[config.mk]
export PLATFORM = sky130hd
export DESIGN_NAME = io_sequencer
export DESIGN_NICKNAME = d
export VERILOG_FILES = /design/src/rtl/io_pkg.sv /design/src/rtl/io_debounce.sv /design/src/rtl/io_sequencer.sv
export SDC_FILE = /design/constraint.sdc
export NUM_CORES = 1
export LEC_CHECK = 0
export ABC_AREA = 0
export CELL_PAD_IN_SITES_DETAIL_PLACEMENT = 1
export CELL_PAD_IN_SITES_GLOBAL_PLACEMENT = 1
export CORE_MARGIN = 4
export CORE_UTILIZATION = 30
export DETAILED_ROUTE_END_ITERATION = 10
export GPL_TIMING_DRIVEN = 0
export PLACE_DENSITY = 0.7
export SLEW_MARGIN = 10
export SYNTH_ARGS = -nofsm -noshare
export SYNTH_HDL_FRONTEND = slang
export SYNTH_HIERARCHICAL = 1
export SYNTH_SLANG_ARGS = --single-unit
[constraint.sdc]
create_clock -name clk -period 2.6 [get_ports clk]
set_clock_uncertainty 0.1 [all_clocks]
set_input_delay 0.26 -clock clk [delete_from_list [all_inputs] [get_ports clk]]
set_output_delay 0.26 -clock clk [all_outputs]
set_load 0.1 [all_outputs]
[src/rtl/io_pkg.sv]
// io_pkg -- shared types and constants for the IO sequencer.
//   io_state_t  : sequencer FSM states
//   disp_mode_t : display mode encodings driven to the 7-segment front end
//   DEBOUNCE_CYCLES_DEFAULT : default Enter debounce length in clk cycles
//   sw_word()   : zero-extends the slide switches to a 32-bit data word
package io_pkg;

   localparam int unsigned DEBOUNCE_CYCLES_DEFAULT = 500000;
   localparam int unsigned SW_W   = 10;
   localparam int unsigned DATA_W = 32;

   typedef enum logic [2:0] {
      ST_IDLE         = 3'd0,
      ST_WAIT_PRESS   = 3'd1,
      ST_WAIT_RELEASE = 3'd2,
      ST_ACK          = 3'd3,
      ST_HALT         = 3'd4
   } io_state_t;

   typedef enum logic [1:0] {
      DISP_DASH   = 2'd0,
      DISP_INPUT  = 2'd1,
      DISP_OUTPUT = 2'd2,
      DISP_HALT   = 2'd3
   } disp_mode_t;

   function automatic logic [DATA_W-1:0] sw_word(input logic [SW_W-1:0] sw);
      return {{(DATA_W-SW_W){1'b0}}, sw};
   endfunction

endpackage

[src/rtl/io_debounce.sv]
// io_debounce -- synchronizer and debouncer for the active-low Enter button.
//   clk           : system clock
//   reset         : asynchronous active-low reset
//   enter_n       : raw button, asynchronous to clk
//   level         : debounced level (1 = released)
//   press         : one-cycle pulse when level goes 1 -> 0
//   release_edge  : one-cycle pulse when level goes 0 -> 1
module io_debounce
   import io_pkg::*;
#(
   parameter int unsigned DEBOUNCE_CYCLES = DEBOUNCE_CYCLES_DEFAULT
) (
   input  logic clk,
   input  logic reset,
   input  logic enter_n,
   output logic level,
   output logic press,
   output logic release_edge
);

   localparam int unsigned CNT_W = (DEBOUNCE_CYCLES > 1) ? $clog2(DEBOUNCE_CYCLES) : 1;
   localparam logic [CNT_W-1:0] CNT_RELOAD = CNT_W'((DEBOUNCE_CYCLES > 1) ? DEBOUNCE_CYCLES - 1 : 0);
   localparam logic [CNT_W-1:0] CNT_ONE    = CNT_W'(1);
   localparam bit SINGLE = (DEBOUNCE_CYCLES <= 1);

   logic             sync_1;
   logic             sync_2;
   logic [CNT_W-1:0] cnt;
   logic             mismatch;
   logic             accept;

   // cnt is a down-counter of remaining mismatching samples; 0 means no
   // mismatch run is in progress, so the first mismatch loads the reload
   // value (that sample already counts as one) and terminal count is 1.
   always_comb begin
      mismatch = sync_2 ^ level;
      accept   = mismatch && (SINGLE || (cnt == CNT_ONE));
   end

   always_ff @(posedge clk or negedge reset) begin
      if (!reset) begin
         sync_1       <= 1'b1;
         sync_2       <= 1'b1;
         level        <= 1'b1;
         cnt          <= '0;
         press        <= 1'b0;
         release_edge <= 1'b0;
      end else begin
         sync_1       <= enter_n;
         sync_2       <= sync_1;
         press        <= 1'b0;
         release_edge <= 1'b0;
         if (!mismatch) begin
            cnt <= '0;
         end else if (accept) begin
            level        <= sync_2;
            cnt          <= '0;
            press        <= ~sync_2;
            release_edge <= sync_2;
         end else if (cnt == '0) begin
            cnt <= CNT_RELOAD;
         end else begin
            cnt <= cnt - CNT_ONE;
         end
      end
   end

endmodule

[src/rtl/io_sequencer.sv]
// io_sequencer -- sequences CPU IN/OUT/HALT instructions against the Enter
// button, slide switches and 7-segment display.
//   clk, reset         : system clock, asynchronous active-low reset
//   in_req             : CPU executing IN (level, held until in_ack)
//   out_req            : CPU executing OUT (single-cycle qualifier)
//   halt_req           : CPU executing HALT
//   enter_n            : raw Enter button, active-low
//   sw                 : slide switches
//   out_data           : OUT operand
//   stall              : CPU must hold PC and pipeline
//   in_ack, in_data    : IN completion pulse and captured switch word
//   disp_mode          : 0 dashes, 1 input echo, 2 output value, 3 halt banner
//   disp_value         : value for the 7-segment decoder
//   halted             : sticky halt indication
//
// state           | meaning
// ----------------+---------------------------------------------------------
// ST_IDLE         | no request in progress; OUT updates display in place
// ST_WAIT_PRESS   | IN pending, echoing switches, waiting for a fresh press
// ST_WAIT_RELEASE | value captured, waiting for button release
// ST_ACK          | one-cycle in_ack, CPU released
// ST_HALT         | absorbing until reset
module io_sequencer
   import io_pkg::*;
#(
   parameter int unsigned DEBOUNCE_CYCLES = DEBOUNCE_CYCLES_DEFAULT
) (
   input  logic              clk,
   input  logic              reset,
   input  logic              in_req,
   input  logic              out_req,
   input  logic              halt_req,
   input  logic              enter_n,
   input  logic [SW_W-1:0]   sw,
   input  logic [DATA_W-1:0] out_data,
   output logic              stall,
   output logic              in_ack,
   output logic [DATA_W-1:0] in_data,
   output logic [1:0]        disp_mode,
   output logic [DATA_W-1:0] disp_value,
   output logic              halted
);

   io_state_t         state;
   io_state_t         state_nxt;
   disp_mode_t        disp_mode_q;
   disp_mode_t        disp_mode_nxt;
   logic [DATA_W-1:0] in_data_nxt;
   logic [DATA_W-1:0] disp_value_nxt;
   logic              db_level;
   logic              db_press;
   logic              db_release;
   logic              press_ok;
   logic              release_ok;

   io_debounce #(
      .DEBOUNCE_CYCLES (DEBOUNCE_CYCLES)
   ) u_debounce (
      .clk          (clk),
      .reset        (reset),
      .enter_n      (enter_n),
      .level        (db_level),
      .press        (db_press),
      .release_edge (db_release)
   );

   // Events are qualified with the settled level so only a completed
   // transition is acted on. A press already held on entry to WAIT_PRESS
   // produced its pulse earlier and is therefore ignored.
   assign press_ok   = db_press & ~db_level;
   assign release_ok = db_release & db_level;

   always_ff @(posedge clk or negedge reset) begin
      if (!reset) begin
         state       <= ST_IDLE;
         in_data     <= '0;
         disp_mode_q <= DISP_DASH;
         disp_value  <= '0;
      end else begin
         state       <= state_nxt;
         in_data     <= in_data_nxt;
         disp_mode_q <= disp_mode_nxt;
         disp_value  <= disp_value_nxt;
      end
   end

   always_comb begin
      state_nxt      = state;
      in_data_nxt    = in_data;
      disp_mode_nxt  = disp_mode_q;
      disp_value_nxt = disp_value;

      if (halt_req && (state != ST_HALT)) begin
         state_nxt     = ST_HALT;
         disp_mode_nxt = DISP_HALT;
      end else begin
         case (state)
            ST_IDLE: begin
               if (in_req) begin
                  state_nxt      = ST_WAIT_PRESS;
                  disp_mode_nxt  = DISP_INPUT;
                  disp_value_nxt = sw_word(sw);
               end else if (out_req) begin
                  disp_mode_nxt  = DISP_OUTPUT;
                  disp_value_nxt = out_data;
               end
            end
            ST_WAIT_PRESS: begin
               if (!in_req) begin
                  state_nxt = ST_IDLE;
               end else if (press_ok) begin
                  state_nxt      = ST_WAIT_RELEASE;
                  in_data_nxt    = sw_word(sw);
                  disp_value_nxt = sw_word(sw);
               end else begin
                  disp_value_nxt = sw_word(sw);
               end
            end
            ST_WAIT_RELEASE: begin
               if (!in_req) begin
                  state_nxt = ST_IDLE;
               end else if (release_ok) begin
                  state_nxt = ST_ACK;
               end
            end
            ST_ACK: begin
               state_nxt = ST_IDLE;
            end
            ST_HALT: begin
               state_nxt     = ST_HALT;
               disp_mode_nxt = DISP_HALT;
            end
            default: begin
               state_nxt = ST_IDLE;
            end
         endcase
      end
   end

   assign stall = ((state == ST_IDLE) && in_req && !halt_req) ||
                  (state == ST_WAIT_PRESS)   ||
                  (state == ST_WAIT_RELEASE) ||
                  (state == ST_HALT);

   assign in_ack    = (state == ST_ACK);
   assign halted    = (state == ST_HALT);
   assign disp_mode = disp_mode_q;

endmodule
# After elaboration in Yosys (flattened, before gate mapping)
# Cells that the tools add are included.
[totals]
ff_bits = 71
in_bits = 48
output_inout_bits = 69
[classes]
add_sub_neg = 1
mux = 22
n_bitwise = 6
n_eq_ne = 12
reduce_logical = 17
[op_table]
columns = ["op", "count"]
rows = [
  ["$mux 32", 3],
  ["$pmux 32 s2", 1],
  ["$mux 19", 3],
  ["$eq 19x1->1 const B", 1],
  ["$logic_not 19->1", 1],
  ["$sub 19x1->19 const B", 1],
  ["$mux 3", 6],
  ["$ne 4x4->1 const B", 3],
  ["$pmux 3 s4", 1],
  ["$ne 3x3->1 const B", 3],
  ["$reduce_and 4->1", 2],
  ["$eq 3x2->1 const B", 2],
  ["$mux 2", 3],
  ["$logic_and 1x1->1", 4],
  ["$mux 1", 4],
  ["$pmux 2 s2", 1],
  ["$reduce_and 2->1", 2],
  ["$eq 3x1->1 const B", 1],
  ["$eq 3x3->1 const B", 1],
  ["$logic_not 3->1", 1],
  ["$logic_or 1x1->1", 3],
  ["$not 1->1", 3],
  ["$reduce_and 3->1", 1],
  ["$reduce_bool 3->1", 1],
  ["other kinds (5)", 6],
]

# Logic depth before layout (Yosys ltp)
# Gate-level depths: netlist of the first run.
[logic_depth]
word_depth = 6
depth_mapped = 6
ltp_nobuf = 6

# By module
# The synthesis of the first run kept the hierarchy.
[by_module_without_submodules]
columns = ["module", "seq_area_each_um2", "area_each_um2", "n_inst", "cells_per_inst"]
rows = [
  ["io_sequencer", 1176.1, 2412.3, 1, 203],
  ["io_debounce", 604.3, 1280.0, 1, 117],
]

# Worst setup path after synthesis of the first run
# OpenSTA, ideal clock, no wires.
[synth_timing]
path_type = "reg2out"
start = "reg state[1]"
end = "out stall"
n_path_buf = 1
arrival_time_ns = 2.200
required_ns = 2.240
slack_ns = 0.040
path_stages_with_launch = 5
cell_sequence = "dfrtp_1 > buf_2 > o21ai_0 > nand2_1 > a21oi_1"
[synth_via]
elab_chain_cells = 6
[synth_lines]
columns = ["element", "line_no", "rtl"]
rows = [
  ["start, declared", "io_sequencer.sv:44", "io_state_t state;"],
  ["start signal, assigned", "io_sequencer.sv:80", "state <= state_nxt;"],
  ["$logic_not 3->1", "io_sequencer.sv:140", "assign stall = ((state == ST_IDLE) && in_req && !halt_req) ||"],
  ["$logic_and 1x1->1 (2 in series)", "io_sequencer.sv:140", ""],
  ["$logic_or 1x1->1", "io_sequencer.sv:140", ""],
  ["$logic_or 1x1->1", "io_sequencer.sv:141", "(state == ST_WAIT_PRESS) ||"],
  ["$logic_or 1x1->1 *", "io_sequencer.sv:142", "(state == ST_WAIT_RELEASE) ||"],
  ["end, declared", "io_sequencer.sv:36", "output logic stall,"],
]
# Mark *: on every way between the ends. The rest lies on a longest branch, timed or not.

# Worst setup path after layout of the first run
[layout_timing]
start = "reg state[1]"
end = "out halted"
[layout_via]
elab_chain_cells = 1
[layout_lines]
columns = ["element", "line_no", "rtl"]
rows = [
  ["$eq 3x3->1", "io_sequencer.sv:146", "assign halted = (state == ST_HALT);"],
  ["end, declared", "io_sequencer.sv:41", "output logic halted"],
]
# No other way between the ends.

==> results of run 1 <==
-- sequential cells by signal, indices dropped and copies added, names as in the netlist --
| register | count |
|---|---|
| disp_mode | 2 |
| disp_value | 32 |
| in_data | 10 |
| state | 3 |
| u_debounce/cnt | 19 |
| u_debounce/level | 1 |
| u_debounce/press | 1 |
| u_debounce/release_edge | 1 |
| u_debounce/sync_1 | 1 |
| u_debounce/sync_2 | 1 |
-- per-layer routing --
layer | wire (microns) | up-vias | part of all wire (%) | GRT usage (%)
li1 | - | 1361 | - | -
met1 | 4420 | 1411 | 46 | 17.8
met2 | 4640 | 74 | 48 | 23.1
met3 | 473 | 11 | 4.9 | 3.85
met4 | 118 | 0 | 1.2 | 4.85
met5 | 0 | - | 0 | 0
-- cell type report --
type | instances | area (sq um)
well taps | 147 | 184
clock buffers | 10 | 239
clock inverters | 6 | 92.6
fillers | 1328 | 6750
inverters | 16 | 60.1
plain buffers | 39 | 312
repair buffers | 96 | 972
flip-flops and latches | 71 | 1780
multi-input cells | 215 | 1620
-- report_power, final --
group	internal, mW	switching, mW	leakage, nW
registers	1.27	0.150	0.914
clock network	0.871	0.481	0.155
logic	0.621	1.21	1.28
-- path summary, 6_finish.rpt --
kind / start / to / cells after the start
max in group asynchronous: reset / u_debounce/level$_DFFE_PN1P_ / 3
setup / recovery: state[1]$_DFFE_PN0P_ / halted / 4
hold reg to reg: u_debounce/sync_1$_DFF_PN1_ / u_debounce/sync_2$_DFF_PN1_ / 0
setup reg to reg: u_debounce/cnt[5]$_DFF_PN0_ / u_debounce/cnt[17]$_DFF_PN0_ / 5
min in group clk: enter_n / u_debounce/sync_1$_DFF_PN1_ / 1
hold / removal: reset / disp_value[15]$_DFFE_PN0P_ / 2
-- cell families (layout without fill, tap and decap cells) --
group	Yosys count	in the layout	synth area share (%)
flip-flops	71	71	48.2
other	1	22	0.102
buffers and inverters	55	167	10.1
XOR/XNOR	14	14	3.32
multiplexers	11	11	3.35
AO/OA/AOI/OAI	79	79	19.3
AND/OR/NAND/NOR	86	86	14.6
adder cells (fa/ha/maj)	3	3	1.02
-- worst max-delay path, delay by kind of cell, from the launching register on --
kind / cells / cell delay [ns]
AND/OR/NAND/NOR: 2 / 0.40
buffers and inverters: 2 / 1.02
flip-flops: 1 / 0.39
-- what timing repair did --
item                                    4_1_cts  5_1_grt
endpoints found under the hold margin        68        0
pin swaps                                     0        0
gates resized for setup                       7        2
hold buffers                                  1        0
endpoints found under the setup margin        3        2
-- synth_stat cells, types with 10 or more instances --
cell	instances
sky130_fd_sc_hd__inv_1	16
sky130_fd_sc_hd__o21ai_0	14
sky130_fd_sc_hd__nor2b_1	14
sky130_fd_sc_hd__a22o_1	20
sky130_fd_sc_hd__mux2_2	11
sky130_fd_sc_hd__a22oi_1	10
sky130_fd_sc_hd__a221oi_2	10
sky130_fd_sc_hd__nor2_1	22
sky130_fd_sc_hd__buf_4	24
sky130_fd_sc_hd__dfrtp_1	68
==> impl_results.html, run 1 <==
<table>
<tr><th>Metric</th><th>Value</th></tr>
<tr><th colspan="2">Run status</th></tr>
<tr><td>Run status</td><td>complete, no violations</td></tr>
<tr><th colspan="2">Yosys</th></tr>
<tr><td>Ranking of synthesized cells by area</td><td>sky130_fd_sc_hd__dfrtp_1 (46%), sky130_fd_sc_hd__buf_4 (4.9%), sky130_fd_sc_hd__a22o_1 (4.7%)</td></tr>
<tr><td>Number of enable flip-flop cells after synthesis</td><td>0</td></tr>
<tr><td>Yosys Warn Count</td><td>6</td></tr>
<tr><td>Fraction of the yosys area taken by sequential cells</td><td>48.2%</td></tr>
<tr><td>Total standard cell area after synthesis</td><td>3690 sq um</td></tr>
<tr><td>Number of distinct library cells after synthesis</td><td>51</td></tr>
<tr><td>Post-synth top flop</td><td>sky130_fd_sc_hd__dfrtp_1</td></tr>
<tr><td>Yosys top cell by area</td><td>sky130_fd_sc_hd__dfrtp_1</td></tr>
<tr><td>Mean post-synth cell area</td><td>11.5 sq um</td></tr>
<tr><td>Post-synthesis async set-or-reset flop share</td><td>100%</td></tr>
<tr><td>Number of storage elements in the synthesis netlist</td><td>71</td></tr>
<tr><td>Area share of the largest cell type after synthesis</td><td>46.1%</td></tr>
<tr><td>Gate Count Post-Synth</td><td>320</td></tr>
<tr><th colspan="2">Pwr</th></tr>
<tr><td>Overall power after layout</td><td>4.59 mW</td></tr>
<tr><td>Pwr/cell area</td><td>874 nW/um^2</td></tr>
<tr><td>Leakage Power</td><td>2.34 nW</td></tr>
<tr><td>Max IR drop VDD</td><td>0.000327 V</td></tr>
<tr><th colspan="2">Worst setup path</th></tr>
<tr><td>Chain of cells forming the critical path</td><td>buf_2 &gt; nor2_1 &gt; and2_1 &gt; clkdlybuf4s15_1</td></tr>
<tr><td>Arrival time at the worst endpoint</td><td>2.13 ns</td></tr>
<tr><td>Setup slack of the worst register-to-register path</td><td>0.26 ns</td></tr>
<tr><td>CP max stage delay</td><td>0.83 ns</td></tr>
<tr><td>Slowest stage cell on the critical path</td><td>sky130_fd_sc_hd__clkdlybuf4s15_1</td></tr>
<tr><td>Sort of element at the start of the critical path</td><td>flip-flop</td></tr>
<tr><td>Nature of the critical path endpoint</td><td>primary output</td></tr>
<tr><td>Highest net fanout along the worst path</td><td>10</td></tr>
<tr><td>Required time at the worst-slack endpoint</td><td>2.24 ns</td></tr>
<tr><td>Category of the critical setup timing path</td><td>reg -&gt; out</td></tr>
<tr><th colspan="2">STA</th></tr>
<tr><td>Unrepaired setup endpoints after global routing</td><td>no</td></tr>
<tr><td>Slew headroom</td><td>31.9%</td></tr>
<tr><td>Min setup slack post-route</td><td>0.109 ns</td></tr>
<tr><td>Worst-margin pin slew</td><td>1.02 ns</td></tr>
<tr><td>Ratio of final minimum period to clock period</td><td>95.8%</td></tr>
<tr><td>Final number of max-transition violations</td><td>0</td></tr>
<tr><td>Total Negative Setup Slacks</td><td>0 ns</td></tr>
<tr><td>Final Hold Fails</td><td>0</td></tr>
<tr><td>Final hold slack</td><td>0.215 ns</td></tr>
<tr><td>Setup violation total in the final timing report</td><td>0</td></tr>
<tr><td>Max Clock Freq</td><td>401 MHz</td></tr>
<tr><td>Minimum period implied by the final worst setup slack</td><td>2.49 ns</td></tr>
<tr><th colspan="2">Global routing</th></tr>
<tr><td>Global-route wire length before repair</td><td>16000 microns</td></tr>
<tr><td>Global route total overflow</td><td>0</td></tr>
<tr><td>Via count of the first global-routing pass</td><td>3129</td></tr>
<tr><td>Pin count of the biggest net entering global routing</td><td>63</td></tr>
<tr><td>Aggregate global-route resource usage</td><td>14.0%</td></tr>
<tr><td>Number of antenna violations at the first check in global routing</td><td>0</td></tr>
<tr><th colspan="2">CTS</th></tr>
<tr><td>Source-to-sink clock delay at the later pin of the worst-skew pair</td><td>0.33 ns</td></tr>
<tr><td>Htree depth</td><td>3</td></tr>
<tr><td>Clk buf depth</td><td>2</td></tr>
<tr><td>Clock Pin Slew Worst Setup and Hold Paths</td><td>0.06 ns</td></tr>
<tr><td>Clock sink total</td><td>71</td></tr>
<tr><td>Number of buffers created by CTS</td><td>9</td></tr>
<tr><td>CTS tree</td><td>done</td></tr>
<tr><td>Clock tree root buffer cell</td><td>sky130_fd_sc_hd__clkbuf_16</td></tr>
<tr><td>Number of buffers inserted to repair setup after CTS</td><td>0</td></tr>
<tr><th colspan="2">Placed design</th></tr>
<tr><td>Cell area after placement</td><td>4920 sq um</td></tr>
<tr><td>Post-placement setup slack</td><td>-0.652 ns</td></tr>
<tr><td>Final HPWL DP</td><td>7150 microns</td></tr>
<tr><td>Count of port buffers added during placement</td><td>94</td></tr>
<tr><td>Post-placement cell count</td><td>583</td></tr>
<tr><td>Final estimated routing congestion in global placement</td><td>0.740</td></tr>
<tr><th colspan="2">Floorplan</th></tr>
<tr><td>Starting Density</td><td>30.7%</td></tr>
<tr><td>Die Height</td><td>119 microns</td></tr>
<tr><td>Die outline width</td><td>119 microns</td></tr>
<tr><td>Total I/O pin count</td><td>117</td></tr>
<tr><td>Core Area</td><td>12000 sq um</td></tr>
<tr><td>Number of placement rows</td><td>40</td></tr>
<tr><td>Die Area</td><td>14100 sq um</td></tr>
<tr><th colspan="2">Drt</th></tr>
<tr><td>Number of DRC markers in iteration 0</td><td>133</td></tr>
<tr><td>Wire per inst</td><td>16.1 microns</td></tr>
<tr><td>1st-pass router iterations</td><td>4</td></tr>
<tr><td>Drt drc</td><td>0</td></tr>
<tr><td>Via Count</td><td>2857</td></tr>
<tr><td>Drt total wl</td><td>9650 microns</td></tr>
<tr><td>Antenna Nets Post-Route</td><td>0</td></tr>
<tr><td>Number of vias per cell</td><td>4.76</td></tr>
<tr><th colspan="2">Cells and area</th></tr>
<tr><td>Fraction of layout cells with a size suffix above 1</td><td>24.3%</td></tr>
<tr><td>Layout-stage area growth over the synthesis result</td><td>42.4%</td></tr>
<tr><td>Number of nets in the finished design</td><td>499</td></tr>
<tr><td>Core Util, Final</td><td>43.8%</td></tr>
<tr><td>Commonest non-fill, non-tap cell in the layout</td><td>sky130_fd_sc_hd__clkdlybuf4s50_1</td></tr>
<tr><td>Final cell count without fillers</td><td>600</td></tr>
<tr><td>Total inserted antenna cells</td><td>0</td></tr>
<tr><td>Leading cell types in the layout, fill and taps excluded</td><td>sky130_fd_sc_hd__clkdlybuf4s50_1 (90), sky130_fd_sc_hd__dfrtp_1 (68), sky130_fd_sc_hd__buf_4 (25), sky130_fd_sc_hd__nor2_1 (22), sky130_fd_sc_hd__conb_1 (22)</td></tr>
<tr><td>Area of all placed cells without fillers</td><td>5260 sq um</td></tr>
<tr><th colspan="2">Run</th></tr>
<tr><td>Max-cap violation count</td><td>0</td></tr>
<tr><th colspan="2">Hold path</th></tr>
<tr><td>Hold Path Class</td><td>in -&gt; async</td></tr>
</table>
No activity file was read; power rests on OpenSTA's default activity.
==> run 2, diff against run 1 <==
- CTS_CLUSTER_DIAMETER: unset -> 120
==> results of run 2 <==
The final DEF is identical to that of run 1; final timing and power are the same.
